[src/rtl/fetch_ctrl.sv]
// Fetch sequencer: issues in-order instruction fetches, follows the branch predictor,
// writes returned instructions into the instruction buffer and handles backend redirects.
module fetch_ctrl #(
  parameter int unsigned           ADDR_WIDTH      = 32,
  parameter int unsigned           DATA_WIDTH      = 32,
  parameter int unsigned           DEPTH           = 8,
  parameter int unsigned           MAX_OUTSTANDING = 4,
  parameter logic [ADDR_WIDTH-1:0] RESET_PC        = 32'h8000_0000
) (
  input  logic                   clk,
  input  logic                   rst,
  input  logic                   redirect_valid,
  input  logic [ADDR_WIDTH-1:0]  redirect_pc,
  input  logic                   bp_taken,
  input  logic [ADDR_WIDTH-1:0]  bp_target,
  output logic [ADDR_WIDTH-1:0]  fetch_pc,
  output logic                   imem_req_valid,
  input  logic                   imem_req_ready,
  output logic [ADDR_WIDTH-1:0]  imem_req_addr,
  input  logic                   imem_rsp_valid,
  input  logic [DATA_WIDTH-1:0]  imem_rsp_data,
  input  logic [$clog2(DEPTH):0] ibuf_count,
  output logic                   ibuf_wen,
  output logic [DATA_WIDTH-1:0]  ibuf_inst,
  output logic [ADDR_WIDTH-1:0]  ibuf_pc,
  output logic                   ibuf_pred,
  output logic                   ibuf_clr
);

  localparam int unsigned CNT_W = $clog2(DEPTH) + 1;
  localparam int unsigned OUT_W = $clog2(MAX_OUTSTANDING) + 1;
  localparam int unsigned PTR_W = (MAX_OUTSTANDING > 1) ? $clog2(MAX_OUTSTANDING) : 1;
  localparam int unsigned SUM_W = ((CNT_W > OUT_W) ? CNT_W : OUT_W) + 1;

  localparam logic [SUM_W-1:0] DEPTH_S  = SUM_W'(DEPTH);
  localparam logic [OUT_W-1:0] OUT_MAX  = OUT_W'(MAX_OUTSTANDING);
  localparam logic [CNT_W-1:0] CNT_FULL = CNT_W'(DEPTH);
  localparam logic [PTR_W-1:0] PTR_LAST = PTR_W'(MAX_OUTSTANDING - 1);

  typedef enum logic [1:0] {
    BOOT,
    FETCH,
    DRAIN
  } state_t;

  state_t                  state_q, state_d;
  logic [ADDR_WIDTH-1:0]   pc_q, pc_d;
  logic [OUT_W-1:0]        outstanding_q, outstanding_d;
  logic [OUT_W-1:0]        drop_cnt_q, drop_cnt_d;
  logic [OUT_W-1:0]        remaining;

  logic [ADDR_WIDTH-1:0]   tag_pc   [MAX_OUTSTANDING];
  logic                    tag_pred [MAX_OUTSTANDING];
  logic [PTR_W-1:0]        tag_wr_q, tag_rd_q;
  logic [OUT_W-1:0]        tag_cnt_q;

  logic redirect;
  logic credit_ok;
  logic req_valid;
  logic issue;
  logic accept;

  function automatic logic [PTR_W-1:0] ptr_inc(input logic [PTR_W-1:0] p);
    return (p == PTR_LAST) ? '0 : p + PTR_W'(1);
  endfunction

  // Redirects are ignored in BOOT; everywhere else they win over issue and write.
  assign redirect  = !rst && redirect_valid && (state_q != BOOT);

  // An in-flight request already owns a buffer slot, so it counts against the credit.
  assign credit_ok = ((SUM_W'(ibuf_count) + SUM_W'(outstanding_q)) < DEPTH_S) &&
                     (outstanding_q < OUT_MAX);
  assign req_valid = !rst && (state_q == FETCH) && credit_ok && !redirect_valid;
  assign issue     = req_valid && imem_req_ready;
  assign accept    = !rst && (state_q == FETCH) && (drop_cnt_q == '0) &&
                     imem_rsp_valid && !redirect_valid;
  assign remaining = outstanding_q - OUT_W'(imem_rsp_valid);

  always_comb begin
    // NOTE: every variable gets a default before any branch, so no path leaves it unassigned and no latch is inferred.
    state_d       = state_q;
    pc_d          = pc_q;
    outstanding_d = outstanding_q;
    drop_cnt_d    = drop_cnt_q;

    unique case (state_q)
      BOOT: state_d = FETCH;
      FETCH: begin
        if (issue) pc_d = bp_taken ? bp_target : pc_q + ADDR_WIDTH'(4);
        if (issue && !accept)      outstanding_d = outstanding_q + OUT_W'(1);
        else if (accept && !issue) outstanding_d = outstanding_q - OUT_W'(1);
      end
      DRAIN: begin
        if (imem_rsp_valid) begin
          drop_cnt_d    = drop_cnt_q - OUT_W'(1);
          outstanding_d = outstanding_q - OUT_W'(1);
          if (drop_cnt_q == OUT_W'(1)) state_d = FETCH;
        end
      end
      default: state_d = BOOT;
    endcase

    // Every request still in flight after this cycle belongs to the squashed path.
    if (redirect) begin
      pc_d          = redirect_pc;
      drop_cnt_d    = remaining;
      outstanding_d = remaining;
      state_d       = (remaining != '0) ? DRAIN : FETCH;
    end
  end

  // NOTE: sequential state uses non-blocking assignments so all registers update together at the edge.
  always_ff @(posedge clk) begin
    if (rst) begin
      state_q       <= BOOT;
      pc_q          <= RESET_PC;
      outstanding_q <= '0;
      drop_cnt_q    <= '0;
    end else begin
      state_q       <= state_d;
      pc_q          <= pc_d;
      outstanding_q <= outstanding_d;
      drop_cnt_q    <= drop_cnt_d;
    end
  end

  always_ff @(posedge clk) begin
    if (rst || redirect) begin
      tag_wr_q  <= '0;
      tag_rd_q  <= '0;
      tag_cnt_q <= '0;
    end else begin
      if (issue)  tag_wr_q <= ptr_inc(tag_wr_q);
      if (accept) tag_rd_q <= ptr_inc(tag_rd_q);
      tag_cnt_q <= tag_cnt_q + OUT_W'(issue) - OUT_W'(accept);
    end
  end

  // NOTE: the tag storage has no reset; entries are only read after being written, and the pointers are reset.
  always_ff @(posedge clk) begin
    if (issue) begin
      tag_pc[tag_wr_q]   <= pc_q;
      tag_pred[tag_wr_q] <= bp_taken;
    end
  end

  assign fetch_pc       = rst ? '0 : pc_q;
  assign imem_req_addr  = rst ? '0 : pc_q;
  assign imem_req_valid = req_valid;
  assign ibuf_wen       = accept;
  assign ibuf_inst      = accept ? imem_rsp_data : '0;
  assign ibuf_pc        = accept ? tag_pc[tag_rd_q] : '0;
  assign ibuf_pred      = accept && tag_pred[tag_rd_q];
  assign ibuf_clr       = redirect;

  a_rsp_without_req: assert property (@(posedge clk) disable iff (rst)
    !(imem_rsp_valid && (outstanding_q == '0)));
  a_tag_overflow: assert property (@(posedge clk) disable iff (rst)
    !(issue && !accept && (tag_cnt_q == OUT_MAX)));
  a_tag_underflow: assert property (@(posedge clk) disable iff (rst)
    !(accept && (tag_cnt_q == '0)));
  a_ibuf_overflow: assert property (@(posedge clk) disable iff (rst)
    !(ibuf_wen && (ibuf_count == CNT_FULL)));

endmodule

[config.mk]
export PLATFORM = sky130hd
export DESIGN_NAME = fetch_ctrl
export DESIGN_NICKNAME = d
export VERILOG_FILES = /design/src/rtl/fetch_ctrl.sv
export SDC_FILE = /design/constraint.sdc
export NUM_CORES = 1
export LEC_CHECK = 0
export ABC_AREA = 1
export CAP_MARGIN = 20
export CORE_MARGIN = 2
export CORE_UTILIZATION = 30
export CTS_CLUSTER_DIAMETER = 80
export DETAILED_ROUTE_END_ITERATION = 10
export PLACE_DENSITY_LB_ADDON = 0.12
export SETUP_SLACK_MARGIN = 0.2
export SKIP_CTS_REPAIR_TIMING = 1
export SLEW_MARGIN = 30
export SYNTH_ARGS = -nofsm -noshare
export SYNTH_HDL_FRONTEND = slang
export SYNTH_SLANG_ARGS = --single-unit
[constraint.sdc]
create_clock -name clk -period 3.2 [get_ports clk]
set_input_delay 0.64 -clock clk [delete_from_list [all_inputs] [get_ports clk]]
set_output_delay 0.64 -clock clk [all_outputs]
set_load 0.02 [all_outputs]
==> results.json, run 1 <==
{
  "rsz0062_at_grt": "true",
  "wire_per_inst_um": 16.0,
  "grtUsageTotal_pct": 17.7,
  "crit_chain": "clkdlybuf4s50_1, buf_4, nor2_1, clkdlybuf4s50_1",
  "avgSynthCellArea_um2": 7.86,
  "fp.dieH_um": 180,
  "cts_buffers": 17,
  "fin_crit_ps": 3010,
  "grt-ovfl-total": 0,
  "setup_viol": 0,
  "max_stage_delay_ps": 670,
  "endpoint_kind": "primary output",
  "r2r.worst_path.cells": 12,
  "ys.warnings.count": 0,
  "coreArea_um2": 30600,
  "drv_slew": 0,
  "seqCellArea_um2": 4890,
  "drv_cap": 0,
  "drtIter0Drc": 477,
  "ys_types": 28,
  "hpwl_mm": 20.5,
  "path_clk_slew_ps": 70,
  "vias": 8213,
  "gp_congestion": 0.865,
  "antenna_found_initial": 2,
  "ys_async_sr_fraction_pct": 0,
  "grt_pass1_vias": 8160,
  "cp.required_ps": 2560,
  "layout_common_cells": "nor2_1 (307), nand2_1 (251), edfxtp_1 (132)",
  "critical-path-slowest-cell": "clkdlybuf4s50_1",
  "fin_crit_sh_pct": 94.2,
  "ys.flop_type": "edfxtp_1",
  "cpMostUsedCell": "clkdlybuf4s50_1",
  "tritoncts": "yes",
  "layout_commonest_cell": "nor2_1",
  "area_growth_pct": 39.8,
  "cts.sinks": 178,
  "min_from": "tag_rd_q[0]$_SDFFE_PP0P_",
  "clock_latency_ps": 430,
  "ant_nets": 0,
  "via_per_inst": 4.56,
  "crit_fanout": 21,
  "syn_area_um2": 9310,
  "holdPathStages": 2,
  "dieWidth_um": 180,
  "grt_start_max_net_pins": 44,
  "drive_gt1_share_pct": 7.25,
  "ir_worst_vdd_uv": 299,
  "worst_slew_pin_slew_ps": 653,
  "portBuffers": 237,
  "outcome": "complete, no violations",
  "crit_path_start_kind": "input pin",
  "synth_fp_nets": 1306,
  "initial_core_util_pct": 30.4,
  "cts-root-buf": "clkbuf_16",
  "powerDensity_nw_per_um2": 507,
  "fin_cells": 1803,
  "maxClockFrequency_mhz": 332,
  "critPathBufInv": 3,
  "drc": 0,
  "hold_viol_final": 0,
  "synth-seq-cells": 178,
  "yosysSeqAreaShare_pct": 52.5,
  "wl_mm": 28.8,
  "hold_path.class": "reg2reg",
  "multi_input_area_um2": 3580,
  "r2r_start": "pc_q[2]$_SDFFE_PP0P_",
  "r2r_end": "pc_q[26]$_SDFFE_PP0P_",
  "slew_headroom_pct": 56.4,
  "timing.reg2reg.setup_slack_ps": 790,
  "final_nets": 1515,
  "finalClockSkew_ps": 17.5,
  "cp.arrival_ps": 2370,
  "critPathTopFamily": "buffers and inverters",
  "cts_max_path_buffers": 2,
  "grt_pass1_wl_mm": 45.3,
  "pin_count": 238,
  "synth_cells": 1184,
  "num_rows": 64,
  "power.leakage_uw": 0.00702,
  "p_total_uw": 6600,
  "cts-htree-levels": 4,
  "synth_edf_count": 132,
  "dp.cells": 1769,
  "worstSetupPathType": "in2out",
  "dr.pass1.iters": 7,
  "die_area_um2": 32400,
  "num-fill-cells": 3073
}
[cell type report]
| class | count | share of cell area, % |
|---|---|---|
| Multi-Input combinational cell | 811 | 27.5 |
| Inverter | 108 | 3.12 |
| Sequential cell | 178 | 37.6 |
| Timing Repair Buffer | 277 | 23.3 |
| Clock buffer | 17 | 3.27 |
| Tap cell | 396 | 3.81 |
| Clock inverter | 15 | 1.40 |
| Antenna cell | 1 | 0.0192 |
[logic make-up (layout without fill, tap and decap cells)]
group                      after synthesis  count (layout)  share of synthesized area [%]
and+or+nand+nor                        617             617                           25.8
buffers and inverters                  195             417                           9.35
DFF                                    178             178                           52.5
AOI/OAI and AO/OA                      168             168                           9.30
adders and majority gates               16              16                           2.15
xor gates and xnor gates                10              10                          0.941
other                                    0               1                              0
[cell usage after synthesis (9+ instances only)]
cell type	number	area, µm²
dfxtp_1	46	921
ha_1	16	200
buf_4	32	240
buf_2	13	65.1
o21ai_0	102	510
nand2_1	251	942
nand3_1	37	185
edfxtp_1	132	3960
nor2_1	315	1180
buf_1	9	33.8
clkbuf_1	32	120
a21oi_1	58	290
inv_1	103	387
[state kept, by name, summed over array words and instances, names as in the netlist, named ones only]
| signal | cells |
|---|---|
| tag_pred | 4 |
| drop_cnt_q | 3 |
| outstanding_q | 3 |
| state_q | 2 |
| tag_pc | 128 |
| tag_wr_q | 2 |
| pc_q | 32 |
| tag_rd_q | 2 |
[how the worst max path moves through the flow]
stage                         from                     end  slack [ps]  cells past startpoint
floorplan            ibuf_count[1]  tag_pc[3][0]$_DFFE_PP_           7                      7
global placement    imem_rsp_valid              ibuf_pc[1]        -160                      8
detailed placement  imem_rsp_valid              ibuf_pc[0]        -130                      8
CTS                       register             ibuf_pc[13]        -170                      6
global route                   rst            fetch_pc[15]         130                      4
finish                         rst       imem_req_addr[15]         190                      4
[worst reg2reg max path: cells and delay by family (launching register included)]
kind	cells	cell delay, ps
adder cells (fa/ha/maj)	1	400
flip-flops	1	700
AND/OR/NAND/NOR	9	800
buffers and inverters	2	420
[per-stage QoR]
stage	worst slack (ps)	util, %	instance area (µm²)	hold slack [ps]	setup TNS (ps)
after detailed placement	-125	39.5	12100	497	-1790
after CTS	-172	41.5	12700	506	-2230
after floorplan	7.29	-	9310	472	0
final	187	42.5	13000	502	0
after global routing	126	42.5	13000	528	0
after global placement	-158	39.5	12100	482	-4890
[power breakdown]
group,switching (µW),internal [µW],total [µW]
Sequential,266,2690,2960
Clock,954,1190,2140
Combinational,866,631,1500
[metal layers]
layer / track usage (%) / up-vias / wire length (µm)
li1: - / 4172 / -
met1: 23.3 / 3787 / 13300
met2: 29.9 / 238 / 13600
met3: 3.94 / 14 / 1680
met4: 3.84 / 2 / 250
met5: 0 / - / 13
Note: power is estimated with default switching activity, not from simulation.
==> run 2, diff against run 1 <==
--- a/config.mk
+++ b/config.mk
@@ -8,7 +8,7 @@
 export ABC_AREA = 1
 export CAP_MARGIN = 20
 export CORE_MARGIN = 2
-export CORE_UTILIZATION = 30
+export CORE_UTILIZATION = 45
 export CTS_CLUSTER_DIAMETER = 80
 export DETAILED_ROUTE_END_ITERATION = 10
 export PLACE_DENSITY_LB_ADDON = 0.12
@@ -18,3 +18,4 @@
 export SYNTH_ARGS = -nofsm -noshare
 export SYNTH_HDL_FRONTEND = slang
 export SYNTH_SLANG_ARGS = --single-unit
+export TNS_END_PERCENT = 5
==> results.json, run 2 (same netlist as run 1, synthesis figures left out) <==
{
  "placed_area_um2": 11900,
  "p_sw_uw": 2090,
  "max_stage_delay_ps": 640,
  "coreArea_um2": 20200,
  "initial_core_util_pct": 46.0,
  "dieWidth_um": 148,
  "crit_chain": "clkdlybuf4s50_1, nand2_1, nor3_1, nand3_2, buf_12, a21oi_1, clkdlybuf4s50_1",
  "crit_path_start_kind": "input pin",
  "p_total_uw": 6620,
  "wire_per_inst_um": 15.6,
  "drc": 0,
  "cp.required_ps": 2560,
  "gp_congestion": 0.899,
  "grt_start_max_net_pins": 42,
  "portBuffers": 237,
  "dr_wl_met2_mm": 12.0,
  "cts_max_path_buffers": 2,
  "outcome": "complete, no violations",
  "largest_register_ffs": 128,
  "drv_cap": 0,
  "grt_pass1_vias": 7634,
  "num_rows": 52,
  "via_per_inst": 4.94,
  "dr_wl_met3_mm": 2.27,
  "hold_path.class": "reg2reg",
  "die_area_um2": 21800,
  "grtUsageTotal_pct": 23.7,
  "setup_viol": 0,
  "pwr-share-clk_pct": 33.0,
  "drive_gt1_share_pct": 5.88,
  "endpoint_kind": "primary output",
  "vias": 8230,
  "largest-register": "tag_pc",
  "fin_crit_ps": 3120,
  "fin_area_um2": 12700,
  "largestRegisters": "tag_pc: 128 flops, pc_q: 32 flops, tag_pred: 4 flops",
  "power.internal_uw": 4530,
  "cts.sinks": 178,
  "clock_latency_ps": 430,
  "wl_met1_mm": 11.3,
  "path_clk_slew_ps": 70,
  "switching_share_pct": 31.6,
  "maxClockFrequency_mhz": 320,
  "cts-htree-levels": 4,
  "hpwl_mm": 18.2,
  "crit_fanout": 29,
  "postLayoutCoreUtil_pct": 62.8,
  "seqPwrFrac_pct": 44.7,
  "pin_count": 238,
  "layout_common_cells": "nor2_1 (310), nand2_1 (251), clkdlybuf4s50_1 (172)",
  "cts-root-buf": "clkbuf_16",
  "powerDensity_nw_per_um2": 521,
  "worstSetupPathType": "in2out",
  "fp.dieH_um": 148,
  "tritoncts": "yes",
  "dr.pass1.iters": 5,
  "grt_pass1_wl_mm": 40.1,
  "wl_mm": 26.0,
  "diodes": 0,
  "hold_viol_final": 0,
  "cpMostUsedCell": "clkdlybuf4s50_1",
  "critical-path-slowest-cell": "clkdlybuf4s50_1",
  "final_nets": 1504,
  "grt-ovfl-total": 0,
  "final.setup.worst_slack_ps": 76.3,
  "slew_headroom_pct": 46.3,
  "comb_power_share_pct": 22.3,
  "power.leakage_uw": 0.00617,
  "drv_slew": 0,
  "finalClockSkew_ps": 13.6,
  "ir_worst_vdd_uv": 398,
  "antenna_found_initial": 0,
  "area_growth_pct": 36.6,
  "rsz0062_at_grt": "true",
  "worst_slew_pin_slew_ps": 804,
  "highest_layer": "met4",
  "fin_crit_sh_pct": 97.6,
  "ant_nets": 0,
  "drtIter0Drc": 445,
  "num-fill-cells": 1755,
  "cp.arrival_ps": 2480,
  "layout_commonest_cell": "nor2_1",
  "cts_buffers": 17,
  "dpl_worst_slack_ps": -50.8
}
## run 2: critical path, delay by kind of cell
kind | cells | cell delay, ps
buf+inv | 3 | 1300
simple gates | 3 | 350
compound gates | 1 | 170
## run 2: metrics by stage
step | setup TNS [ps] | cells | hold slack [ps]
2_1_floorplan | 0 | 1184 | 472
3_3_place_gp | -16.5 | 1633 | 484
3_5_place_dp | -200 | 1633 | 492
4_1_cts | -223 | 1665 | 506
5_1_grt | -56.7 | 1665 | 538
6_report | 0 | 1665 | 505
## run 2: power by group through the flow
stage          Clock [µW]  Combinational, µW  Sequential (µW)
6_report             2190               1480             2960
5_1_grt              2310               1650             2990
4_1_cts              2210               1490             2950
3_5_place_dp            0               1480             3010
3_3_place_gp            0               1470             2990
2_1_floorplan           0                966             2880
## run 2: routing by layer
layer	vias up	track usage [%]
met5	-	0
met4	0	6.83
met3	34	5.65
met2	344	38.4
met1	3692	31.8
li1	4160	-
## run 2: area by class of cell
type                    count  area [µm²]  share of cell area [%]
inverters                 108         405                    3.19
clock inverters            15         206                    1.62
multi-input cells         811        3570                    28.1
clock buffers              17         425                    3.35
flip-flops and latches    178        4890                    38.5
well taps                 270         338                    2.66
repair buffers            266        2880                    22.6
## run 2: path summary, 6_finish.rpt
| check | slack [ps] | startpoint | to | depth (start not counted) |
|---|---|---|---|---|
| worst max-delay path | 80 | imem_rsp_valid | ibuf_pc[3] | 7 |
| worst min-delay path | 500 | tag_rd_q[0]$_SDFFE_PP0P_ | register | 2 |
| worst max register to register | 890 | pc_q[2]$_SDFFE_PP0P_ | pc_q[26]$_SDFFE_PP0P_ | 13 |
| worst min register to register | 500 | tag_rd_q[0]$_SDFFE_PP0P_ | register | 2 |
==> run 3, diff against run 2 <==
--- a/config.mk
+++ b/config.mk
@@ -9,7 +9,6 @@
 export CAP_MARGIN = 20
 export CORE_MARGIN = 2
 export CORE_UTILIZATION = 45
-export CTS_CLUSTER_DIAMETER = 80
 export DETAILED_ROUTE_END_ITERATION = 10
 export PLACE_DENSITY_LB_ADDON = 0.12
 export SETUP_SLACK_MARGIN = 0.2
==> results of run 3 <==
No change in the layout: final DEF, timing and power equal those of run 2.
